### config.mk
export PLATFORM = sky130hd
export DESIGN_NAME = uart_rx
export DESIGN_NICKNAME = d
export VERILOG_FILES = /design/src/rtl/uart_pkg.sv /design/src/rtl/uart_baud_tick.sv /design/src/rtl/uart_rx.sv
export SDC_FILE = /design/constraint.sdc
export NUM_CORES = 1
export LEC_CHECK = 0
export ABC_AREA = 1
export CAP_MARGIN = 40
export CORE_UTILIZATION = 35
export DETAILED_ROUTE_END_ITERATION = 6
export MAX_ROUTING_LAYER = met4
export SLEW_MARGIN = 20
export SYNTH_ARGS = -nofsm -noshare
export SYNTH_HDL_FRONTEND = slang
export SYNTH_SLANG_ARGS = --single-unit
### constraint.sdc
create_clock -name clk -period 1.78 [get_ports clk]
set_input_delay 0.267 -clock clk [delete_from_list [all_inputs] [get_ports clk]]
set_output_delay 0.267 -clock clk [all_outputs]
set_load 0.005 [all_outputs]
### src/rtl/uart_pkg.sv
// Shared UART definitions: frame-state encoding, clog2 helper and default line settings.
// Used by uart_rx, uart_baud_tick and the transmitter.
package uart_pkg;

  typedef enum logic [2:0] {
    IDLE,
    START,
    DATA,
    PARITY,
    STOP
  } uart_state_e;

  localparam int UART_DEFAULT_BAUDRATE = 9600;
  localparam int UART_DEFAULT_CLK_FREQ = 50000000;

  function automatic int clog2(input int value);
    int r;
    int v;
    r = 0;
    v = value - 1;
    while (v > 0) begin
      r++;
      v = v >> 1;
    end
    return r;
  endfunction

endpackage

### src/rtl/uart_baud_tick.sv
// Oversample prescaler: one-cycle tick every DIV clk cycles.
// The sync clear holds the phase at zero so the first tick lands DIV cycles after release.
module uart_baud_tick
  import uart_pkg::*;
#(
  parameter int DIV = 325
) (
  input  logic clk,
  input  logic reset,
  input  logic clear,
  output logic tick
);

  localparam int CW = clog2(DIV);
  localparam logic [CW-1:0] LAST = CW'(DIV - 1);

  logic [CW-1:0] cnt_q, cnt_d;

  always_comb begin
    cnt_d = cnt_q + 1'b1;
    if (clear || (cnt_q == LAST)) cnt_d = '0;
  end

  assign tick = !clear && (cnt_q == LAST);

  always_ff @(posedge clk or negedge reset) begin
    if (!reset) cnt_q <= '0;
    else        cnt_q <= cnt_d;
  end

endmodule

### src/rtl/uart_rx.sv
// UART receiver: oversampled start/data/stop capture with valid/clear handshake.
// Define UART_RX_PARITY_EN to add an even-parity bit and the parity_err output.
//
// state  | meaning
// IDLE   | line idle, waiting for a falling edge on rxs
// START  | confirming start bit at its centre
// DATA   | shifting in NBIT data bits, LSB first
// PARITY | sampling the parity bit
// STOP   | sampling the stop bit, delivering or flagging the frame
module uart_rx
  import uart_pkg::*;
#(
  parameter int NBIT       = 8,
  parameter int BAUDRATE   = UART_DEFAULT_BAUDRATE,
  parameter int CLK_FREQ   = UART_DEFAULT_CLK_FREQ,
  parameter int OVERSAMPLE = 16,
  parameter int TICK_DIV   = CLK_FREQ / (BAUDRATE * OVERSAMPLE)
) (
  input  logic            clk,
  input  logic            reset,
  input  logic            serial_in,
  input  logic            rx_clear,
  output logic [NBIT-1:0] rx_data,
  output logic            rx_valid,
  output logic            framing_err,
`ifdef UART_RX_PARITY_EN
  output logic            parity_err,
`endif
  output logic            overrun_err
);

  localparam int SW = clog2(OVERSAMPLE);
  localparam int BW = clog2(NBIT + 1);
  localparam logic [SW-1:0] S_LAST = SW'(OVERSAMPLE - 1);
  localparam logic [SW-1:0] S_MID  = SW'(OVERSAMPLE / 2 - 1);
  localparam logic [BW-1:0] B_LAST = BW'(NBIT - 1);

  uart_state_e     state_q, state_d;
  logic            sync1_q, sync1_d, sync2_q, sync2_d, prev_q, prev_d;
  logic [SW-1:0]   scnt_q, scnt_d;
  logic [BW-1:0]   bcnt_q, bcnt_d;
  logic [NBIT-1:0] shreg_q, shreg_d;
  logic [NBIT-1:0] rx_data_q, rx_data_d;
  logic            rx_valid_q, rx_valid_d;
  logic            framing_err_q, framing_err_d;
  logic            overrun_err_q, overrun_err_d;
`ifdef UART_RX_PARITY_EN
  logic            par_q, par_d;
  logic            parity_err_q, parity_err_d;
`endif
  logic            rxs, tick, tick_clr, bit_smp;

  assign rxs      = sync2_q;
  assign tick_clr = (state_q == IDLE);
  assign bit_smp  = tick && (scnt_q == S_LAST);

  uart_baud_tick #(.DIV(TICK_DIV)) u_tick (
    .clk   (clk),
    .reset (reset),
    .clear (tick_clr),
    .tick  (tick)
  );

  always_comb begin
    sync1_d       = serial_in;
    sync2_d       = sync1_q;
    prev_d        = sync2_q;
    state_d       = state_q;
    scnt_d        = scnt_q;
    bcnt_d        = bcnt_q;
    shreg_d       = shreg_q;
    rx_data_d     = rx_data_q;
    rx_valid_d    = rx_valid_q & ~rx_clear;
    framing_err_d = 1'b0;
    overrun_err_d = overrun_err_q;
`ifdef UART_RX_PARITY_EN
    par_d         = par_q;
    parity_err_d  = 1'b0;
`endif
    if (tick && (state_q != IDLE)) scnt_d = (scnt_q == S_LAST) ? '0 : scnt_q + 1'b1;

    case (state_q)
      IDLE: begin
        if (prev_q && !rxs) begin
          scnt_d  = '0;
          bcnt_d  = '0;
          state_d = START;
        end
      end
      START: begin
        if (tick && (scnt_q == S_MID)) begin
          if (!rxs) begin
            scnt_d  = '0;
            state_d = DATA;
          end else begin
            state_d = IDLE;
          end
        end
      end
      DATA: begin
        if (bit_smp) begin
          shreg_d = {rxs, shreg_q[NBIT-1:1]};
          if (bcnt_q == B_LAST) begin
            bcnt_d = '0;
`ifdef UART_RX_PARITY_EN
            state_d = PARITY;
`else
            state_d = STOP;
`endif
          end else begin
            bcnt_d = bcnt_q + 1'b1;
          end
        end
      end
`ifdef UART_RX_PARITY_EN
      PARITY: begin
        if (bit_smp) begin
          par_d   = rxs;
          state_d = STOP;
        end
      end
`endif
      STOP: begin
        if (bit_smp) begin
          state_d = IDLE;
`ifdef UART_RX_PARITY_EN
          parity_err_d = ^shreg_q ^ par_q;
`endif
          // A good stop overrides a same-cycle rx_clear, so the new byte stays valid.
          if (rxs) begin
            rx_data_d  = shreg_q;
            rx_valid_d = 1'b1;
            if (rx_valid_q && !rx_clear) overrun_err_d = 1'b1;
          end else begin
            framing_err_d = 1'b1;
          end
        end
      end
      default: state_d = IDLE;
    endcase
  end

  always_ff @(posedge clk or negedge reset) begin
    if (!reset) begin
      state_q       <= IDLE;
      sync1_q       <= 1'b1;
      sync2_q       <= 1'b1;
      prev_q        <= 1'b1;
      scnt_q        <= '0;
      bcnt_q        <= '0;
      shreg_q       <= '0;
      rx_data_q     <= '0;
      rx_valid_q    <= 1'b0;
      framing_err_q <= 1'b0;
      overrun_err_q <= 1'b0;
`ifdef UART_RX_PARITY_EN
      par_q         <= 1'b0;
      parity_err_q  <= 1'b0;
`endif
    end else begin
      state_q       <= state_d;
      sync1_q       <= sync1_d;
      sync2_q       <= sync2_d;
      prev_q        <= prev_d;
      scnt_q        <= scnt_d;
      bcnt_q        <= bcnt_d;
      shreg_q       <= shreg_d;
      rx_data_q     <= rx_data_d;
      rx_valid_q    <= rx_valid_d;
      framing_err_q <= framing_err_d;
      overrun_err_q <= overrun_err_d;
`ifdef UART_RX_PARITY_EN
      par_q         <= par_d;
      parity_err_q  <= parity_err_d;
`endif
    end
  end

  assign rx_data     = rx_data_q;
  assign rx_valid    = rx_valid_q;
  assign framing_err = framing_err_q;
  assign overrun_err = overrun_err_q;
`ifdef UART_RX_PARITY_EN
  assign parity_err  = parity_err_q;
`endif

endmodule

==> reports/qor.yml, run 1 <==
pwr:
  switchingPower_uw: 749
  switching_share_pct: 30.3
  p_leak_uw: 0.00109
  peakVddDrop_uv: 468
  intPower_uw: 1720
  p_clk_share_pct: 36.2
  p_comb_share_pct: 19.9
  powerDensity_nw_per_um2: 1060
  seqPwrFrac_pct: 43.9
yosys:
  synth_edf_count: 0
  synth_area_leader_cell: "dfrtp_1"
  ys_seq_elements: 42
  synth_area_sq_um: 1980
  yosysTopAreaCellShare_pct: 49.2
  synth_most_common_cell: "nand2_1"
  seq_area_frac_synth_pct: 53.2
  ys_types: 28
  synth_common_cells: "51 x nand2_1, 39 x dfrtp_1, 31 x inv_1, 21 x nor2_1, 13 x nand3_1"
  yosysWarnings: 0
  synth.net_count: 230
  async_reset_ff_share_pct: 100
  synthFlopType: "dfrtp_1"
  avgSynthCellArea_sq_um: 8.93
  synth_area_leaders: "dfrtp_1 49%, nand2_1 9.7%, inv_1 5.9%"
  syn_inst: 222
setup_path:
  crit_arrival_ns: 1.85
  cp_max_fo: 18
  critPathRequiredTime_ns: 1.96
  r2r_start: "u_tick.cnt_q[0]$_DFF_PN0_"
  crit_type: "register to register"
  worst_setup_path_start_kind: "register"
  rrSetupSlack_ns: 0.11
  startpoint: "u_tick.cnt_q[0]$_DFF_PN0_"
  worstSetupEndpointType: "register"
place:
  post-dp-hpwl_um: 2290
  io_buffers: 14
  globalplace.congestion: 0.811
  dp_slack_ns: 0.100
layout:
  n_antenna_cell: 0
  n_fill_cell: 557
  nNetsFinal: 250
  area_delta_synth_final_pct: 17.7
  final_util_pct: 42.6
  drive_above_1_share_pct: 13.6
clock_network:
  insertion_delay_ns: 0.29
  clock-sinks: 42
  clk_pin_slew_ns: 0.08
  cts_tree: "done"
  cts_setup_buffers: 0
  clockRootBuffer: "clkbuf_8"
  cts_buffer_depth: 2
  ctsHtreeMaxLevel: 2
  numCtsBuffers: 5
global_route:
  overflow: 0
  antenna_found_initial: 0
  grt_pass1_wl_um: 5990
  grt_max_degree: 43
  first_global_vias: 1365
  grtUsageTotal_pct: 13.1
routing:
  viasPerCell: 4.50
  ant_nets: 0
  routed_wl_um: 3260
  vias: 1417
  drc: 0
  detail_route.wl_per_cell_um: 10.3
  drtIter0Drc: 67
  first_pass_iters: 4
timing:
  period_needed_ns: 1.67
  fmax_ghz: 0.599
  report.final.hold_viol_count: 0
  fin_crit_sh_pct: 93.8
  rsz0062_at_grt: "yes"
  fin_skew_ns: 0.00468
  fin_ws_ns: 0.110
  max-slew-margin-rel_pct: 65.1
  final-setup-viol-count: 0
  drv_slew: 0
  worst_pin_slew_ns: 0.523
floorplan:
  die_area_sq_um: 5970
  num_io_pins: 15
  die_h_um: 77.3
  initial_core_util_pct: 36.2
  num_rows: 27
  core_area_sq_um: 5470
  die_width_um: 77.3
worst_hold_path:
  hold_path_class: "input port to asynchronous set/reset pin"
outcome:
  status: "finished clean"
run:
  max_cap_violations: 0
-- worst paths after layout --
path                                                to  cells after the start
min in group clk                      prev_d$_DFF_PN1_                      0
worst min register to register        prev_d$_DFF_PN1_                      0
worst min-delay path            rx_data[3]$_DFFE_PN0P_                      2
max in group asynchronous             prev_q$_DFF_PN1_                      2
worst max register to register  rx_data[1]$_DFFE_PN0P_                     11
worst max-delay path            rx_data[1]$_DFFE_PN0P_                     11
-- area by class of cell --
type,instances,area (sq um),area share (%)
tap,72,90.1,3.86
inverter,34,129,5.52
clock inverter,3,68.8,2.95
sequential,42,1050,45.2
clock buffer,5,68.8,2.95
timing repair buffer,15,143,6.11
multi-input combinational,144,779,33.4
-- power by group through the flow --
stage | combinational, uW | sequential, uW | clock, uW
after CTS | 498 | 1090 | 920
final | 492 | 1090 | 896
after global routing | 576 | 1100 | 961
after detailed placement | 496 | 1100 | 0
after floorplan | 380 | 1090 | 0
after global placement | 492 | 1100 | 0
-- state kept, by name (all words and copies together) (netlist names) --
name          cells
framing_err       1
rx_data           8
prev_d            1
shreg_q           8
u_tick.cnt_q      9
bcnt_q            4
sync1_q           1
scnt_q            4
state_q           3
rx_valid          1
prev_q            1
overrun_err       1
-- metal layers --
| layer | wire (um) | global-route usage [%] | part of all wire (%) | vias to the layer above |
|---|---|---|---|---|
| met4 | 42 | 5.09 | 1.3 | 0 |
| met2 | 1460 | 20.0 | 45 | 23 |
| met3 | 111 | 3.57 | 3.4 | 4 |
| met5 | 0 | - | 0 | - |
| met1 | 1650 | 16.4 | 51 | 644 |
| li1 | - | - | - | 746 |
-- timing repair --
item	CTS	global route
endpoints found under the setup margin	0	19
gates resized for setup	0	1
hold buffers	0	0
-- critical path: stages (launching register included) --
cell	delay, ns
dfrtp_1	0.41
inv_1	0.07
ha_1	0.13
nand2_1	0.05
clkinv_1	0.05
nand2_2	0.07
nor2_8	0.15
nand3_4	0.10
clkinv_2	0.10
nand3_4	0.21
nand2_1	0.16
o21ai_2	0.06
-- through the flow --
step                      power (uW)  TNS [ns]  hold WS, ns  std cells  instance area (sq um)
after floorplan                 1470         0      -0.0286        222                   1980
after global routing            2630    -0.276       0.0801        315                   2330
after detailed placement        1600         0        0.349        307                   2190
after global placement          1590         0        0.352        307                   2190
after CTS                       2500         0       0.0420        315                   2330
final                           2470         0       0.0243        315                   2330
-- placed cells by master (no fill, tap or decap), drive strengths merged --
cell / netlist / routed
a31o: 1 / 1
clkdlybuf4s50: 0 / 13
bufinv: 0 / 2
o21bai: 1 / 1
dfstp: 3 / 3
o211ai: 1 / 1
nand2: 55 / 55
xnor2: 1 / 1
nand4: 4 / 4
a21oi: 7 / 7
clkinv: 2 / 3
buf: 2 / 2
dfrtp: 39 / 39
o22ai: 1 / 1
inv: 32 / 32
o21ai: 25 / 25
xor2: 1 / 1
nor2: 22 / 22
nand3: 15 / 15
nor3: 2 / 2
clkbuf: 0 / 5
nor3b: 4 / 4
ha: 4 / 4
-- cells by family after synthesis --
logic type / count (synthesis) / share of synthesized area, %
adders and majority gates: 4 / 2.52
buffers and inverters: 36 / 7.63
xor gates and xnor gates: 2 / 0.883
and+or+nand+nor: 102 / 24.5
DFF: 42 / 53.2
AOI/OAI and AO/OA: 36 / 11.3
No activity file was read; power rests on OpenSTA's default activity.
==> run 2: changes to the inputs <==
--- a/config.mk
+++ b/config.mk
@@ -7,9 +7,13 @@
 export LEC_CHECK = 0
 export ABC_AREA = 1
 export CAP_MARGIN = 40
+export CELL_PAD_IN_SITES_DETAIL_PLACEMENT = 1
+export CELL_PAD_IN_SITES_GLOBAL_PLACEMENT = 2
+export CORE_ASPECT_RATIO = 0.9
 export CORE_UTILIZATION = 35
 export DETAILED_ROUTE_END_ITERATION = 6
 export MAX_ROUTING_LAYER = met4
+export PLACE_DENSITY_LB_ADDON = 0.1
 export SLEW_MARGIN = 20
 export SYNTH_ARGS = -nofsm -noshare
 export SYNTH_HDL_FRONTEND = slang
==> run 2 against run 1 <==
Clock skew increased by 0.00086 ns. Core utilization increased by 0.33 points. Global-route usage increased by 3.6 points. Critical path depth decreased by 3. Register-to-register slack got worse by 0.06 ns. Clock power decreased by 18%. Final cell count decreased by 1.6%. Combinational power increased by 5.7%. Critical endpoint is now rx_data[7]$_DFFE_PN0P_. Largest cell class unchanged.
==> reports/qor.yml, run 2 (synthesis results as in run 1) <==
outcome:
  status: "finished clean"
routing:
  routed_wl_um: 4030
  detail_route.wl_per_cell_um: 13.0
  ant_nets: 0
  viasPerCell: 4.82
  drc: 0
  drtIter0Drc: 32
  vias: 1494
  first_pass_iters: 4
timing:
  rsz0062_at_grt: "yes"
  fin_setup_tns_ns: 0
  drv_slew: 0
  fin_crit_sh_pct: 97.2
  period_needed_ns: 1.73
  report.final.hold_viol_count: 0
  worst_pin_slew_ns: 0.542
  fmax_ghz: 0.578
  final-setup-viol-count: 0
  max-slew-margin-rel_pct: 63.9
  fin_skew_ns: 0.00554
pwr:
  intPower_uw: 1590
  p_leak_uw: 0.00107
  peakVddDrop_uv: 485
  switchingPower_uw: 758
  p_comb_share_pct: 22.2
  seqPwrFrac_pct: 46.4
  p_clk_share_pct: 31.5
  switching_share_pct: 32.3
  power_uw: 2350
  powerDensity_nw_per_um2: 1020
clock_network:
  clk_pin_slew_ns: 0.08
  cts_tree: "done"
  ctsHtreeMaxLevel: 2
  clockRootBuffer: "clkbuf_8"
  clock-sinks: 42
  cts_buffer_depth: 2
  insertion_delay_ns: 0.29
  numCtsBuffers: 5
worst_hold_path:
  hold_path_class: "input port to asynchronous set/reset pin"
global_route:
  first_global_vias: 1646
  antenna_found_initial: 0
  grtUsageTotal_pct: 16.6
  grt_max_degree: 43
  grt_pass1_wl_um: 7250
  overflow: 0
setup_path:
  cpPeakStageDelay_ns: 0.41
  crit_slowest_cell: "dfrtp_1"
  worst_setup_path_start_kind: "register"
  crit_type: "register to register"
  path_cells: "ha_1, nand2_1, nor2_1, nand3_4, clkinv_2, nand3_4, nand2_1, o21ai_2"
  cp_max_fo: 18
  critPathRequiredTime_ns: 1.96
  worstSetupEndpointType: "register"
  crit_arrival_ns: 1.91
floorplan:
  num_rows: 25
  die_width_um: 81.3
  core_area_sq_um: 5350
  initial_core_util_pct: 37.1
  die_area_sq_um: 5970
  die_h_um: 73.4
  num_io_pins: 15
layout:
  n_antenna_cell: 0
  drive_above_1_share_pct: 13.2
  largest_reg_flops: 9
  layout_common_cells: "50 x nand2_1, 39 x dfrtp_1, 31 x inv_1"
  register_area_sq_um: 1050
  top_register: "u_tick.cnt_q"
  nNetsFinal: 250
  final_common_cell: "nand2_1"
  area_delta_synth_final_pct: 15.9
  multi_input_area_sq_um: 782
  n_fill_cell: 634
place:
  globalplace.congestion: 0.809
  io_buffers: 14
  post-dp-hpwl_um: 2920
run:
  max_cap_violations: 0
run 2: changes by cell type in the layout (fill, tap and decap cells not counted):
cell,change
clkbuf_1,+2
nand2_2,+1
nand2_1,-1
clkinv_4,-1
bufinv_16,-1
run 2: final cells by class:
cell class,instances,area share (%)
multi-input cells,144,34.0
well taps,67,3.65
flip-flops and latches,42,45.9
repair buffers,15,6.21
inverters,34,5.61
clock inverters,1,1.31
clock buffers,7,3.32
run 2: worst max-delay path: cells and delay by family (launching register included):
family	cells	cell delay, ns
buffers and inverters	1	0.11
adders and majority gates	1	0.22
and+or+nand+nor	5	0.82
AOI/OAI and AO/OA	1	0.06
DFF	1	0.41
run 2: path summary, 6_finish.rpt:
check | from | to | slack (ns) | depth (start not counted)
hold reg to reg | sync1_q$_DFF_PN1_ | prev_d$_DFF_PN1_ | 0.36 | 0
setup / recovery | scnt_q[0]$_DFF_PN0_ | rx_data[7]$_DFFE_PN0P_ | 0.05 | 8
min in group clk | sync1_q$_DFF_PN1_ | prev_d$_DFF_PN1_ | 0.36 | 0
setup reg to reg | scnt_q[0]$_DFF_PN0_ | rx_data[7]$_DFFE_PN0P_ | 0.05 | 8
max in group asynchronous | reset | prev_q$_DFF_PN1_ | 1.36 | 2
hold / removal | reset | u_tick.cnt_q[2]$_DFF_PN0_ | 0.03 | 2
run 2: power groups by stage:
stage          sequential [uW]  clock [uW]  combinational [uW]
4_1_cts                   1090         774                 522
5_1_grt                   1100         810                 610
3_3_place_gp              1100           0                 503
2_1_floorplan             1090           0                 380
6_report                  1090         738                 520
3_5_place_dp              1110           0                 518
run 2: metal layers:
layer | GRT usage (%) | up-vias | routed length (um)
met4 | 6.75 | 0 | 63
met2 | 27.8 | 21 | 1950
li1 | - | 742 | -
met5 | - | - | 0
met1 | 18.1 | 726 | 1880
met3 | 5.59 | 5 | 132
run 2: through the flow:
stage                     util [%]  worst slack [ns]  std cells  cell area (sq um)  hold slack [ns]
after floorplan                  -             0.284        222               1980          -0.0286
after global placement        40.9             0.114        302               2190            0.348
after detailed placement      40.9            0.0424        302               2190            0.347
after CTS                     42.9            0.0311        310               2290           0.0499
after global routing          43.0            -0.112        310               2300           0.0751
final                         43.0            0.0506        310               2300           0.0339
run 2: timing repair:
action	4_1_cts	5_1_grt
setup endpoints to repair	0	19
hold buffers	0	0
resized for setup	0	2
buffers inserted	0	0
